File: src/rtl/generation_scheduler_if.sv
// Bus bundle between the generation scheduler and its clients: register-file
// controls, display/engine line channels, engine start/done and BRAM port controls.
// gen_count is only present when GEN_COUNT_EN is defined.
interface generation_scheduler_if #(
  parameter int unsigned ROW_AW = 10
);
  logic              run;
  logic              step;
  logic              frame_end;

  logic              disp_req;
  logic [ROW_AW-1:0] disp_row;
  logic              disp_gnt;
  logic              disp_rvalid;

  logic              eng_rd_req;
  logic [ROW_AW-1:0] eng_rd_row;
  logic              eng_rd_gnt;
  logic              eng_rvalid;

  logic              eng_wr_req;
  logic [ROW_AW-1:0] eng_wr_row;
  logic              eng_wr_gnt;

  logic              eng_start;
  logic              eng_done;

  logic [ROW_AW-1:0] bank0_addr;
  logic              bank0_en;
  logic              bank0_we;
  logic [ROW_AW-1:0] bank1_addr;
  logic              bank1_en;
  logic              bank1_we;

  logic              front_bank;
  logic              busy;
`ifdef GEN_COUNT_EN
  logic [31:0]       gen_count;
`endif

  // Requester side: register file, display, engine and BRAM observers
  modport master (
    output run, step, frame_end,
    output disp_req, disp_row, eng_rd_req, eng_rd_row, eng_wr_req, eng_wr_row, eng_done,
    input  disp_gnt, disp_rvalid, eng_rd_gnt, eng_rvalid, eng_wr_gnt, eng_start,
    input  bank0_addr, bank0_en, bank0_we, bank1_addr, bank1_en, bank1_we,
    input  front_bank, busy
`ifdef GEN_COUNT_EN
    , input gen_count
`endif
  );

  // Scheduler side
  modport slave (
    input  run, step, frame_end,
    input  disp_req, disp_row, eng_rd_req, eng_rd_row, eng_wr_req, eng_wr_row, eng_done,
    output disp_gnt, disp_rvalid, eng_rd_gnt, eng_rvalid, eng_wr_gnt, eng_start,
    output bank0_addr, bank0_en, bank0_we, bank1_addr, bank1_en, bank1_we,
    output front_bank, busy
`ifdef GEN_COUNT_EN
    , output gen_count
`endif
  );
endinterface

File: src/rtl/generation_scheduler.sv
// Double-buffered line-bank scheduler: sequences one engine generation at a
// time, arbitrates display/engine access to two line BRAMs and swaps the
// displayed bank at frame end once a generation is complete.
// Optional feature macro: GEN_COUNT_EN adds the 32-bit swap counter gen_count.
module generation_scheduler #(
  parameter int unsigned ROWS   = 720,
  parameter int unsigned ROW_AW = 10
) (
  input logic                   out_stream_aclk,
  input logic                   periph_reset,
  generation_scheduler_if.slave bus
);

  typedef enum logic [1:0] {
    IDLE      = 2'd0,
    START     = 2'd1,
    RUN       = 2'd2,
    WAIT_SWAP = 2'd3
  } state_t;

  localparam int unsigned    RW1       = ROW_AW + 1;
  localparam logic [ROW_AW:0] ROW_LIMIT = RW1'(ROWS);

  state_t state;
  state_t state_nxt;
  logic   swap_c;

  logic   front_bank;
  logic   eng_start;
  logic   busy;
  logic   disp_rvalid;
  logic   eng_rvalid;

  logic              in_run_c;
  logic              disp_gnt_c;
  logic              eng_rd_gnt_c;
  logic              eng_wr_gnt_c;
  logic [ROW_AW-1:0] front_addr_c;
  logic              front_en_c;
  logic              back_en_c;

  // Next-state and swap decision; a done coinciding with frame_end swaps straight from RUN
  always_comb begin
    state_nxt = state;
    swap_c    = 1'b0;
    case (state)
      IDLE: begin
        if (bus.run || bus.step) state_nxt = START;
      end
      START: begin
        state_nxt = RUN;
      end
      RUN: begin
        if (bus.eng_done) begin
          if (bus.frame_end) begin
            state_nxt = IDLE;
            swap_c    = 1'b1;
          end else begin
            state_nxt = WAIT_SWAP;
          end
        end
      end
      WAIT_SWAP: begin
        if (bus.frame_end) begin
          state_nxt = IDLE;
          swap_c    = 1'b1;
        end
      end
      default: state_nxt = IDLE;
    endcase
  end

  // State, displayed bank and registered status; reset abandons any half-built back bank
  always_ff @(posedge out_stream_aclk or posedge periph_reset) begin
    if (periph_reset) begin
      state      <= IDLE;
      front_bank <= 1'b0;
      eng_start  <= 1'b0;
      busy       <= 1'b0;
    end else begin
      state      <= state_nxt;
      front_bank <= front_bank ^ swap_c;
      eng_start  <= (state_nxt == START);
      busy       <= (state_nxt != IDLE);
    end
  end

  // Grants and front/back bank port values; out-of-range rows are granted but never enable a bank
  always_comb begin
    in_run_c     = (state == RUN);
    disp_gnt_c   = bus.disp_req;
    eng_rd_gnt_c = bus.eng_rd_req & ~bus.disp_req & in_run_c;
    eng_wr_gnt_c = bus.eng_wr_req & in_run_c;
    front_addr_c = disp_gnt_c ? bus.disp_row : bus.eng_rd_row;
    front_en_c   = disp_gnt_c ? ({1'b0, bus.disp_row} < ROW_LIMIT)
                              : (eng_rd_gnt_c & ({1'b0, bus.eng_rd_row} < ROW_LIMIT));
    back_en_c    = eng_wr_gnt_c & ({1'b0, bus.eng_wr_row} < ROW_LIMIT);
  end

  // One-cycle read latency markers; the BRAM latched the pre-swap address on the same edge
  always_ff @(posedge out_stream_aclk or posedge periph_reset) begin
    if (periph_reset) begin
      disp_rvalid <= 1'b0;
      eng_rvalid  <= 1'b0;
    end else begin
      disp_rvalid <= disp_gnt_c;
      eng_rvalid  <= eng_rd_gnt_c;
    end
  end

`ifdef GEN_COUNT_EN
  logic [31:0] gen_count;

  // Completed-generation counter, free-running wrap
  always_ff @(posedge out_stream_aclk or posedge periph_reset) begin
    if (periph_reset) begin
      gen_count <= 32'd0;
    end else if (swap_c) begin
      gen_count <= gen_count + 32'd1;
    end
  end

  assign bus.gen_count = gen_count;
`endif

  assign bus.disp_gnt    = disp_gnt_c;
  assign bus.eng_rd_gnt  = eng_rd_gnt_c;
  assign bus.eng_wr_gnt  = eng_wr_gnt_c;
  assign bus.disp_rvalid = disp_rvalid;
  assign bus.eng_rvalid  = eng_rvalid;
  assign bus.eng_start   = eng_start;
  assign bus.front_bank  = front_bank;
  assign bus.busy        = busy;

  // Front bank is read-only; back bank only ever sees engine writes
  assign bus.bank0_addr = front_bank ? bus.eng_wr_row : front_addr_c;
  assign bus.bank0_en   = front_bank ? back_en_c    : front_en_c;
  assign bus.bank0_we   = front_bank ? back_en_c    : 1'b0;
  assign bus.bank1_addr = front_bank ? front_addr_c : bus.eng_wr_row;
  assign bus.bank1_en   = front_bank ? front_en_c   : back_en_c;
  assign bus.bank1_we   = front_bank ? 1'b0         : back_en_c;

endmodule

File: src/flat_wrapper.sv
// flat-port wrapper written by rule: the top's interface ports become plain ports
module generation_scheduler_flat 
#(
  parameter int unsigned ROWS   = 720,
  parameter int unsigned ROW_AW = 10
)
  (out_stream_aclk, periph_reset, bus_run, bus_step, bus_frame_end, bus_disp_req, bus_disp_row, bus_eng_rd_req, bus_eng_rd_row, bus_eng_wr_req, bus_eng_wr_row, bus_eng_done, bus_disp_gnt, bus_disp_rvalid, bus_eng_rd_gnt, bus_eng_rvalid, bus_eng_wr_gnt, bus_eng_start, bus_bank0_addr, bus_bank0_en, bus_bank0_we, bus_bank1_addr, bus_bank1_en, bus_bank1_we, bus_front_bank, bus_busy);
  generation_scheduler_if #(.ROW_AW(ROW_AW)) bus_i ();
  input logic out_stream_aclk;
  input logic periph_reset;
  input wire logic [$bits(bus_i.run)-1:0] bus_run;
  input wire logic [$bits(bus_i.step)-1:0] bus_step;
  input wire logic [$bits(bus_i.frame_end)-1:0] bus_frame_end;
  input wire logic [$bits(bus_i.disp_req)-1:0] bus_disp_req;
  input wire logic [$bits(bus_i.disp_row)-1:0] bus_disp_row;
  input wire logic [$bits(bus_i.eng_rd_req)-1:0] bus_eng_rd_req;
  input wire logic [$bits(bus_i.eng_rd_row)-1:0] bus_eng_rd_row;
  input wire logic [$bits(bus_i.eng_wr_req)-1:0] bus_eng_wr_req;
  input wire logic [$bits(bus_i.eng_wr_row)-1:0] bus_eng_wr_row;
  input wire logic [$bits(bus_i.eng_done)-1:0] bus_eng_done;
  output wire logic [$bits(bus_i.disp_gnt)-1:0] bus_disp_gnt;
  output wire logic [$bits(bus_i.disp_rvalid)-1:0] bus_disp_rvalid;
  output wire logic [$bits(bus_i.eng_rd_gnt)-1:0] bus_eng_rd_gnt;
  output wire logic [$bits(bus_i.eng_rvalid)-1:0] bus_eng_rvalid;
  output wire logic [$bits(bus_i.eng_wr_gnt)-1:0] bus_eng_wr_gnt;
  output wire logic [$bits(bus_i.eng_start)-1:0] bus_eng_start;
  output wire logic [$bits(bus_i.bank0_addr)-1:0] bus_bank0_addr;
  output wire logic [$bits(bus_i.bank0_en)-1:0] bus_bank0_en;
  output wire logic [$bits(bus_i.bank0_we)-1:0] bus_bank0_we;
  output wire logic [$bits(bus_i.bank1_addr)-1:0] bus_bank1_addr;
  output wire logic [$bits(bus_i.bank1_en)-1:0] bus_bank1_en;
  output wire logic [$bits(bus_i.bank1_we)-1:0] bus_bank1_we;
  output wire logic [$bits(bus_i.front_bank)-1:0] bus_front_bank;
  output wire logic [$bits(bus_i.busy)-1:0] bus_busy;
  assign bus_i.run = bus_run;
  assign bus_i.step = bus_step;
  assign bus_i.frame_end = bus_frame_end;
  assign bus_i.disp_req = bus_disp_req;
  assign bus_i.disp_row = bus_disp_row;
  assign bus_i.eng_rd_req = bus_eng_rd_req;
  assign bus_i.eng_rd_row = bus_eng_rd_row;
  assign bus_i.eng_wr_req = bus_eng_wr_req;
  assign bus_i.eng_wr_row = bus_eng_wr_row;
  assign bus_i.eng_done = bus_eng_done;
  assign bus_disp_gnt = bus_i.disp_gnt;
  assign bus_disp_rvalid = bus_i.disp_rvalid;
  assign bus_eng_rd_gnt = bus_i.eng_rd_gnt;
  assign bus_eng_rvalid = bus_i.eng_rvalid;
  assign bus_eng_wr_gnt = bus_i.eng_wr_gnt;
  assign bus_eng_start = bus_i.eng_start;
  assign bus_bank0_addr = bus_i.bank0_addr;
  assign bus_bank0_en = bus_i.bank0_en;
  assign bus_bank0_we = bus_i.bank0_we;
  assign bus_bank1_addr = bus_i.bank1_addr;
  assign bus_bank1_en = bus_i.bank1_en;
  assign bus_bank1_we = bus_i.bank1_we;
  assign bus_front_bank = bus_i.front_bank;
  assign bus_busy = bus_i.busy;
  generation_scheduler #(.ROWS(ROWS), .ROW_AW(ROW_AW)) u_core (.out_stream_aclk(out_stream_aclk), .periph_reset(periph_reset), .bus(bus_i));
endmodule
File: config.mk
export PLATFORM = sky130hd
export DESIGN_NAME = generation_scheduler_flat
export DESIGN_NICKNAME = d
export VERILOG_FILES = /design/src/rtl/generation_scheduler_if.sv /design/src/rtl/generation_scheduler.sv /design/src/flat_wrapper.sv
export SDC_FILE = /design/constraint.sdc
export NUM_CORES = 1
export LEC_CHECK = 0
export CAP_MARGIN = 10
export CORE_MARGIN = 1
export CORE_UTILIZATION = 33
export CTS_CLUSTER_DIAMETER = 120
export DETAILED_ROUTE_END_ITERATION = 16
export GPL_TIMING_DRIVEN = 0
export PLACE_DENSITY = 0.85
export SLEW_MARGIN = 20
export SYNTH_ARGS = -nofsm -noshare
export SYNTH_HDL_FRONTEND = slang
export SYNTH_SLANG_ARGS = --single-unit
File: constraint.sdc
create_clock -name out_stream_aclk -period 2.25 [get_ports out_stream_aclk]
set_input_delay 0.45 -clock out_stream_aclk [delete_from_list [all_inputs] [get_ports out_stream_aclk]]
set_output_delay 0.45 -clock out_stream_aclk [all_outputs]
set_load 0.02 [all_outputs]
==> flow_metrics.py <==
metrics = {
    "outcome": {
        "status": "complete, no violations",
    },
    "route": {
        "vias": 946,
        "detailed_route_drc_error_count": 0,
        "ant_nets": 0,
        "route.detailed.wl_per_inst_um": 13.70,
        "drt-initial-drc-count": 6,
        "drt_pass1_iterations": 4,
        "post_drt_via_cell_ratio": 4.953,
        "routed_wl_um": 2617,
    },
    "clock_tree": {
        "tritoncts_clock_tree": "built",
        "worstSkewPairLatency_ps": 260,
        "numCtsBuffers": 3,
        "clk_pin_slew_ps": 60,
        "htree_num_levels": 1,
        "cts_hold_buf": 0,
        "postCtsSetupBuffers": 0,
        "cts_root_buf": "sky130_fd_sc_hd__clkbuf_4",
        "clockBufferDepth": 2,
        "clock_sinks": 7,
    },
    "timing": {
        "worst_clock_skew_ps": 11.08,
        "max_freq_mhz": 455.9,
        "report.final.setup_viol": 0,
        "final_ws_setup_ps": 56.52,
        "timing_hold_violations_final": 0,
        "fin_crit_ps": 2193,
        "slew_headroom": 0.8298,
        "worst_pin_slew_ps": 255.0,
        "post-route-period-util": 0.9749,
        "timing.final.max_slew_violations": 0,
    },
    "power_and_ir_drop": {
        "p_switching_uw": 687.5,
        "switching_share": 0.4784,
        "combinationalPowerShare": 0.774,
        "p_leak_nw": 0.7460,
        "internal_power_uw": 749.6,
        "max-vdd-ir-drop_uv": 645.1,
        "power.share.clock": 0.082,
        "powerDensity_mw_per_mm2": 946.1,
        "power.sequential.fraction": 0.144,
    },
    "placement": {
        "place_congestion": 0.7315,
        "placed_cell_area_mm2": 0.001514,
        "place_hpwl_um": 2179,
        "port_buffers": 70,
        "post_place_cells": 186,
        "pre_cts_ws_ps": -581.2,
    },
    "logic_synthesis": {
        "post_synth.cell_area_avg_um2": 8.844,
        "ys_seq_area_frac": 0.2251,
        "synth_cell_type_count": 26,
        "netlist_instances": 88,
        "ff_latch_count_synth": 7,
        "synthesis.nets": 127,
        "synthesis.yosys.warnings": 0,
        "syn-cell-area_um2": 778.2,
    },
    "worst_setup_path": {
        "worst-r2r-setup-slack_ps": 1160,
        "worst_setup_path_start_kind": "primary input",
        "crit_chain": "clkdlybuf4s15_2 -> buf_6 -> mux2_4 -> mux2_4 -> dlygate4sd2_1",
        "crit_arrival_ps": 1740,
        "critical-path-top-cell-by-count": "sky130_fd_sc_hd__mux2_4",
        "crit_path_max_incr_delay_ps": 320,
        "timing.critical_path.fanout_max": 6,
        "data_required_time_at_the_worst_endpoint_ps": 1800,
        "endpoint_kind_of_the_worst_setup_timing_path": "output port",
        "critical_path.slowest_cell": "sky130_fd_sc_hd__dlygate4sd2_1",
        "setup.worst_path.class": "primary input to output port",
    },
    "global_routing": {
        "largest_net_degree_at_the_start_of_global_routing": 11,
        "grt_pass1_vias": 993,
        "grt_remaining_overflow": 0,
        "track_usage": 0.2223,
        "number_of_antenna_violations_at_the_first_check_in_global_routing": 0,
        "grt_first_pass_wirelength_um": 4278,
    },
    "finish": {
        "count_of_fill_cells_added_during_filler_insertion": 194,
        "finish.net_count": 203,
        "final_design_area_no_fill_mm2": 0.001519,
        "antenna-diode-count": 0,
        "multi_input_area_um2": 563.0,
        "fraction_of_final_layout_cells_with_drive_strength_greater_than_1": 0.2331,
        "area.sequential_um2": 175.2,
        "finish.cell_count_without_fillers": 191,
        "areaGrowthSynthToFinish_pct": 95.18,
    },
    "floorplan": {
        "coreArea_mm2": 0.002212,
        "die_area_mm2": 0.002556,
        "num_io_pins": 71,
        "die_width_um": 50.56,
        "chip_height_um": 50.56,
        "effective_utilization_at_floorplan": 0.3518,
        "fp-row-count": 17,
    },
    "min_path": {
        "hold_path.class": "primary input to asynchronous set/reset pin",
    },
    "run": {
        "timing.max_cap.violations": 0,
    },
}
-- routing by layer --
metal / global-route usage / routed length, um / vias to the layer above
met3: 0.07879 / 248 / 6
met1: 0.1982 / 843 / 446
met5: 0 / 0 / -
met4: 0.08333 / 43 / 0
met2: 0.4444 / 1482 / 39
li1: - / - / 455
-- layout make-up --
| class | instances | area share |
|---|---|---|
| Buffer | 5 | 0.02389 |
| Clock buffer | 4 | 0.01730 |
| Inverter | 3 | 0.007413 |
| Multi-Input combinational cell | 73 | 0.3707 |
| Sequential cell | 7 | 0.1153 |
| Tap cell | 28 | 0.02306 |
| Timing Repair Buffer | 71 | 0.4423 |
-- power groups by stage --
stage	logic (mW)	registers (mW)	clock network [mW]
2_1_floorplan	0.656	0.237	0
3_3_place_gp	1.21	0.205	0
3_5_place_dp	1.23	0.209	0
4_1_cts	1.12	0.208	0.122
5_1_grt	1.19	0.213	0.127
6_report	1.11	0.207	0.118
-- worst paths after layout --
kind | from | to | cells past startpoint
setup / recovery | bus_disp_req | bus_bank0_addr[8] | 5
hold / removal | periph_reset | u_core.state[0] | 2
setup reg to reg | u_core.state[1] | u_core.bus.busy | 4
hold reg to reg | u_core.state[0] | u_core.bus.eng_start | 2
max in group asynchronous | periph_reset | u_core.bus.disp_rvalid | 2
min in group out_stream_aclk | bus_disp_req | u_core.bus.disp_rvalid | 1
-- critical path: cells and delay by family --
| family | cells | cell delay [ps] |
|---|---|---|
| buffers and inverters | 3 | 730 |
| multiplexers | 2 | 560 |
-- synthesized netlist by cell type, drive strengths merged --
cell	number	area, um^2
nor2	32	120.1
mux2	20	292.8
dfrtp	7	175.2
buf	5	32.53
inv	3	11.26
o21ai	3	15.01
a21oi	2	10.01
nand2	2	7.510
o2111ai	2	17.52
a21boi	1	7.510
a32oi	1	8.760
and3b	1	8.760
and4bb	1	12.51
nand3	1	5.000
nor2b	1	6.260
o211a	1	10.01
o211ai	1	7.510
o21a	1	7.510
o21bai	1	7.510
or2	1	6.260
xnor2	1	8.760
-- cell usage in the layout (no fill, tap or decap), drive strengths merged, types with 3 or more instances in the layout --
cell type       n
nor2           32
buf             9
inv             3
mux2           20
clkbuf          6
dlygate4sd2    19
dfrtp           7
clkdlybuf4s50  43
o21ai           3
-- cell families after synthesis --
family	share of synthesized area
xor gates and xnor gates	0.01126
DFF	0.2251
AOI/OAI and AO/OA	0.1174
muxes	0.3762
and+or+nand+nor	0.2138
buffers and inverters	0.05627
-- state kept, by name, summed over array words and instances, names as in the netlist --
register and flops:
u_core.state 2, u_core.bus.busy 1, u_core.bus.disp_rvalid 1, u_core.bus.eng_rvalid 1, u_core.bus.eng_start 1, u_core.bus.front_bank 1
-- stage by stage --
stage | setup TNS (ps) | power, mW | utilization | hold slack (ps)
6_report | 0 | 1.437 | 0.6867 | 413.8
2_1_floorplan | 0 | 0.8935 | - | 253.4
5_1_grt | -10.48 | 1.530 | 0.6867 | 452.1
4_1_cts | 0 | 1.448 | 0.6855 | 414.6
3_3_place_gp | -10900 | 1.417 | 0.6844 | 590.6
3_5_place_dp | -11520 | 1.440 | 0.6844 | 619.8
-- timing repair --
action                                  in CTS  in global routing
endpoints found under the setup margin      25                 17
gates resized for setup                     43                  8
cloned                                       1                  0
No activity file was read; power rests on OpenSTA's default activity.
